==> config.mk <==
export PLATFORM = sky130hd
export DESIGN_NAME = bitwise_lu_pipe
export DESIGN_NICKNAME = d
export VERILOG_FILES = /design/src/rtl/bitwise_pkg.sv /design/src/rtl/bitwise_op_core.sv /design/src/rtl/bitwise_lu_pipe.sv
export SDC_FILE = /design/constraint.sdc
export NUM_CORES = 1
export LEC_CHECK = 0
export CAP_MARGIN = 30
export CORE_ASPECT_RATIO = 0.9
export CORE_UTILIZATION = 50
export CTS_CLUSTER_DIAMETER = 150
export DETAILED_ROUTE_END_ITERATION = 6
export PLACE_DENSITY_LB_ADDON = 0.2
export SYNTH_ARGS = -nofsm -noshare
export SYNTH_HDL_FRONTEND = slang
export SYNTH_HIERARCHICAL = 1
export SYNTH_SLANG_ARGS = --single-unit
==> constraint.sdc <==
create_clock -name clk_in -period 3.5 [get_ports clk_in]
set_input_delay 0.7 -clock clk_in [delete_from_list [all_inputs] [get_ports clk_in]]
set_output_delay 0.7 -clock clk_in [all_outputs]
set_load 0.005 [all_outputs]
==> src/rtl/bitwise_pkg.sv <==
// Shared opcode encoding and helpers for the bitwise logic unit and its operation core.
package bitwise_pkg;

    typedef logic [2:0] op_t;

    localparam op_t OP_NOT    = 3'd0;
    localparam op_t OP_OR     = 3'd1;
    localparam op_t OP_NOR    = 3'd2;
    localparam op_t OP_AND    = 3'd3;
    localparam op_t OP_NAND   = 3'd4;
    localparam op_t OP_XOR    = 3'd5;
    localparam op_t OP_XNOR   = 3'd6;
    localparam op_t OP_PASS_B = 3'd7;

    // Result flags travel with the result so consumers never recompute them.
    typedef struct packed {
        logic zero;
        logic ones;
        logic parity;
    } flags_t;

endpackage

==> src/rtl/bitwise_op_core.sv <==
// Purely combinational, bit-parallel bitwise operation selected by a 3-bit opcode.
module bitwise_op_core
    import bitwise_pkg::*;
#(
    parameter int WIDTH = 8
) (
    input  logic [WIDTH-1:0] a_i,
    input  logic [WIDTH-1:0] b_i,
    input  op_t              op_i,
    output logic [WIDTH-1:0] r_o
);

    always_comb begin
        r_o = b_i;
        case (op_i)
            OP_NOT:    r_o = ~a_i;
            OP_OR:     r_o = a_i | b_i;
            OP_NOR:    r_o = ~(a_i | b_i);
            OP_AND:    r_o = a_i & b_i;
            OP_NAND:   r_o = ~(a_i & b_i);
            OP_XOR:    r_o = a_i ^ b_i;
            OP_XNOR:   r_o = ~(a_i ^ b_i);
            OP_PASS_B: r_o = b_i;
            default:   r_o = b_i;
        endcase
    end

endmodule

==> src/rtl/bitwise_lu_pipe.sv <==
// Registered bitwise logic unit: one output stage with valid/ready, accumulate mode,
// result flags and a count of accepted input transfers.
module bitwise_lu_pipe
    import bitwise_pkg::*;
#(
    parameter int               WIDTH    = 8,
    parameter int               CNT_W    = 16,
    parameter logic [WIDTH-1:0] ACC_INIT = '0
) (
    input  logic             clk_in,
    input  logic             rst_n_in,
    input  logic             in_valid_in,
    output logic             in_ready_out,
    input  logic [2:0]       op_in,
    input  logic             acc_mode_in,
    input  logic [WIDTH-1:0] a_in,
    input  logic [WIDTH-1:0] b_in,
    input  logic             acc_clr_in,
    output logic             out_valid_out,
    input  logic             out_ready_in,
    output logic [WIDTH-1:0] y_out,
    output logic             zero_out,
    output logic             ones_out,
    output logic             parity_out,
    output logic [WIDTH-1:0] acc_out,
    output logic [CNT_W-1:0] op_count_out
);

    logic             valid_q, valid_d;
    logic [WIDTH-1:0] y_q, y_d;
    flags_t           flags_q, flags_d;
    logic [WIDTH-1:0] acc_q, acc_d;
    logic [CNT_W-1:0] cnt_q, cnt_d;

    logic             xfer;
    logic [WIDTH-1:0] op_a;
    logic [WIDTH-1:0] result;

    // Handshake: a transfer happens on any edge where valid and ready are both high on
    // that side; the output stage is free when empty or being drained this same cycle,
    // so a new result can replace a consumed one with no bubble.
    assign in_ready_out = !valid_q || out_ready_in;
    assign xfer         = in_valid_in && in_ready_out;

    // Accumulate mode reads the pre-update accumulator, so back-to-back chains see
    // the previous write-back.
    assign op_a = acc_mode_in ? acc_q : a_in;

    bitwise_op_core #(
        .WIDTH (WIDTH)
    ) u_core (
        .a_i  (op_a),
        .b_i  (b_in),
        .op_i (op_t'(op_in)),
        .r_o  (result)
    );

    always_comb begin
        valid_d = valid_q;
        y_d     = y_q;
        flags_d = flags_q;
        acc_d   = acc_q;
        cnt_d   = cnt_q;

        if (xfer) begin
            valid_d        = 1'b1;
            y_d            = result;
            flags_d.zero   = (result == '0);
            flags_d.ones   = &result;
            flags_d.parity = ^result;
            cnt_d          = cnt_q + CNT_W'(1);
        end else if (valid_q && out_ready_in) begin
            valid_d = 1'b0;
        end

        // Clear beats the accumulate write-back; the transfer itself still completes.
        if (acc_clr_in) begin
            acc_d = '0;
        end else if (xfer && acc_mode_in) begin
            acc_d = result;
        end
    end

    always_ff @(posedge clk_in or negedge rst_n_in) begin
        if (!rst_n_in) begin
            valid_q <= 1'b0;
            y_q     <= '0;
            flags_q <= '0;
            acc_q   <= ACC_INIT;
            cnt_q   <= '0;
        end else begin
            valid_q <= valid_d;
            y_q     <= y_d;
            flags_q <= flags_d;
            acc_q   <= acc_d;
            cnt_q   <= cnt_d;
        end
    end

    assign out_valid_out = valid_q;
    assign y_out         = y_q;
    assign zero_out      = flags_q.zero;
    assign ones_out      = flags_q.ones;
    assign parity_out    = flags_q.parity;
    assign acc_out       = acc_q;
    assign op_count_out  = cnt_q;

endmodule

==> results.toml <==
[status]
status = "complete, no violations"

[placed_design]
gp_congestion = 0.8094
portBuffers = 61
place_area_um2 = 3407
dp_hpwl_mm = 4.377

[critical_path]
critical_path_arrival_ns = 3.48
cp_slowest_stage_delay_ns = 0.51
required_ns = 3.65
cp_slowest_cell = "clkdlybuf4s50_1"
cp_max_fo = 9
crit-reg2reg-launch = "acc_out[4]"
end_kind = "flip-flop"
cp_cell_sequence = "clkdlybuf4s50_1 > buf_12 > mux2_2 > inv_1 > ha_1 > mux2i_1 > a311o_1 > a32oi_1 > inv_1 > ha_1 > xnor2_1 > xnor2_1 > o21ai_0"
path_class = "input pin to flip-flop"
cp-start-kind = "input pin"
crit_start = "acc_mode_in"

[clock_network]
clk-insertion-delay-late_ns = 0.29
cts_tree = "built"
cts.sinks = 36
cts-root-buf = "clkbuf_8"
cts_hold_buf = 0
ctsLongestPathBuffers = 2
clk_pin_slew_ns = 0.07
h-tree-depth = 2
cts_buffers = 5

[global_routing]
grt_overflow = 0
grt_usage = 0.2169
antenna_found_initial = 0
grt_start_max_net_pins = 44
grt_pass1_wl_mm = 9.259
first_global_vias = 1959

[layout]
layout_common_cells = "clkdlybuf4s50_1 (61), dfrtp_1 (36), inv_1 (30)"
antennaDiodeCount = 0
multi_input_area_um2 = 1538
ff_latch_area_um2 = 900.9
mostFrequentLayoutCell = "clkdlybuf4s50_1"
design_area_um2 = 3516
drive_above_1_share = 0.1662
area_delta_synth_final_pct = 33.75
n_fill_cell = 393
final_nets = 392

[sta]
finClkSkew_ns = 0.005997
setup_violations = 0
relSlewSlack = 0.5804
hold_viol_final = 0
hold_slack_ns = 0.4743
worst_pin_slew_ns = 0.6279
fin_crit_sh = 0.9529
rsz0062_at_grt = "no"
layout_min_cycle_time_ns = 3.335
max_freq_mhz = 299.8
maxSlewViolCount = 0

[synth]
synth_simple_gate_area_frac = 0.1442
ys_types = 39
syn_inst = 266
yosysWarningCount = 6
synth_xor_area_frac = 0.05997
synth-compound-area-share = 0.08663
synthMuxAreaShare = 0.1680
seq_area_frac_synth = 0.3427
synth-seq-cells = 36
avgSynthCellArea_um2 = 9.883
synth_area_um2 = 2629
async_flop_share = 1.000
synthFlopType = "dfrtp_1"
syn_nets = 316
synth_fa_ha_area_frac = 0.1190
synth_top_family_by_area = "multiplexers"
synth_edf_count = 0

[power_and_ir_drop]
pwr-share-comb = 0.382
switching_share = 0.3081
seqPwrFrac = 0.395
p_per_area_nw_per_um2 = 392.4
peakVddDrop_mv = 0.2855
power_mw = 1.380
clkPwrFrac = 0.223
power_switching_mw = 0.4250
power_leakage_nw = 1.715
intPower_mw = 0.9545

[routing]
routed_wl_mm = 5.634
via_per_inst = 5.162
drtPass1Iterations = 4
ant_nets = 0
drc_errors = 0
drtIter0Drc = 116
vias = 2106
post_drt_wl_per_cell_um = 13.81

[min_path]
min_from = "op_count_out[15]"
min_path_type = "flip-flop to flip-flop"

[floorplanning]
fp.dieH_um = 70.79
core_area_um2 = 4955
rows = 24
start_util = 0.5306
dieArea_um2 = 5552
ios = 62
die_x_um = 78.43

[flow_run]
drv_cap = 0
[routing by layer]
metal  wire length, µm  share of wire  global-route usage
met1              2731           0.48              0.3026
met2              2619           0.46              0.3372
met3               207          0.037             0.03613
met4                75          0.013             0.08642
met5                 0              0                   0
[stage by stage]
stage                     setup WS (ns)  std cells  utilization  TNS (ns)
final                            0.1647        408       0.7096         0
after global routing            0.01258        408       0.7096         0
after CTS                        0.1657        408       0.7058         0
after detailed placement        -0.1439        400       0.6876   -0.1439
after global placement         -0.08714        400       0.6876  -0.08714
after floorplan                  0.4583        266            -         0
[flip-flops by register name (all words and copies together), names as in the netlist]
register,flops
out_valid_out,1
zero_out,1
op_count_out,16
y_out,8
parity_out,1
ones_out,1
acc_out,8
[cell families after synthesis]
kind of cell    count (synthesis)
simple gates                   71
buf+inv                        43
compound gates                 37
mux                            36
flops                          36
fa+ha+maj                      25
xor+xnor                       18
[path summary, 6_finish.rpt]
path	to	slack [ns]	cells after the start
max in group asynchronous	op_count_out[6]	2.33	2
max	parity_out	0.16	13
min reg2reg	op_count_out[15]	0.47	1
min in group asynchronous	op_count_out[11]	0.84	2
max reg2reg	parity_out	0.89	11
min	op_count_out[15]	0.47	1
[synthesized netlist by cell type (2+ instances only)]
library cell | number | area [µm²]
dfrtp_1 | 36 | 900.9
inv_1 | 30 | 112.6
nand2_1 | 26 | 97.59
ha_1 | 25 | 312.8
mux2i_1 | 19 | 190.2
o21ai_0 | 17 | 85.08
nor2_1 | 15 | 56.30
nand3_1 | 10 | 50.05
xnor2_1 | 10 | 87.58
mux2_2 | 9 | 101.4
xor2_1 | 8 | 70.07
a21oi_1 | 6 | 30.03
mux2_4 | 4 | 60.06
mux4_2 | 4 | 90.09
nand4_1 | 4 | 25.02
nor3_2 | 4 | 40.04
o211ai_1 | 4 | 30.03
a211oi_1 | 3 | 22.52
and3_1 | 3 | 18.77
buf_2 | 3 | 15.01
buf_6 | 3 | 33.78
nand2b_1 | 3 | 18.77
buf_4 | 2 | 15.01
clkbuf_1 | 2 | 7.510
o22ai_1 | 2 | 12.51
[power groups by stage]
| stage | sequential [mW] | combinational [mW] | clock [mW] |
|---|---|---|---|
| 2_1_floorplan | 0.550 | 0.254 | 0 |
| 3_3_place_gp | 0.553 | 0.507 | 0 |
| 3_5_place_dp | 0.553 | 0.521 | 0 |
| 4_1_cts | 0.545 | 0.526 | 0.313 |
| 5_1_grt | 0.555 | 0.582 | 0.329 |
| 6_report | 0.545 | 0.527 | 0.308 |
[layout make-up]
type                    instances  area share
well taps                      65     0.02313
repair buffers                 82      0.2256
clock buffers                   8     0.02562
inverters                      30     0.03203
flip-flops and latches         36      0.2562
multi-input cells             187      0.4374
[worst max-delay path: cells and delay by family]
family          cells  cell delay (ns)
fa+ha+maj           2             0.54
mux                 2             0.46
buf+inv             4             0.81
compound gates      3             0.63
xor+xnor            2             0.34
[what timing repair did]
action / 4_1_cts / 5_1_grt
endpoints found under the setup margin: 0 / 1
buffers inserted: 0 / 0
gates resized for setup: 0 / 4
(Power assumes the default switching activity.)
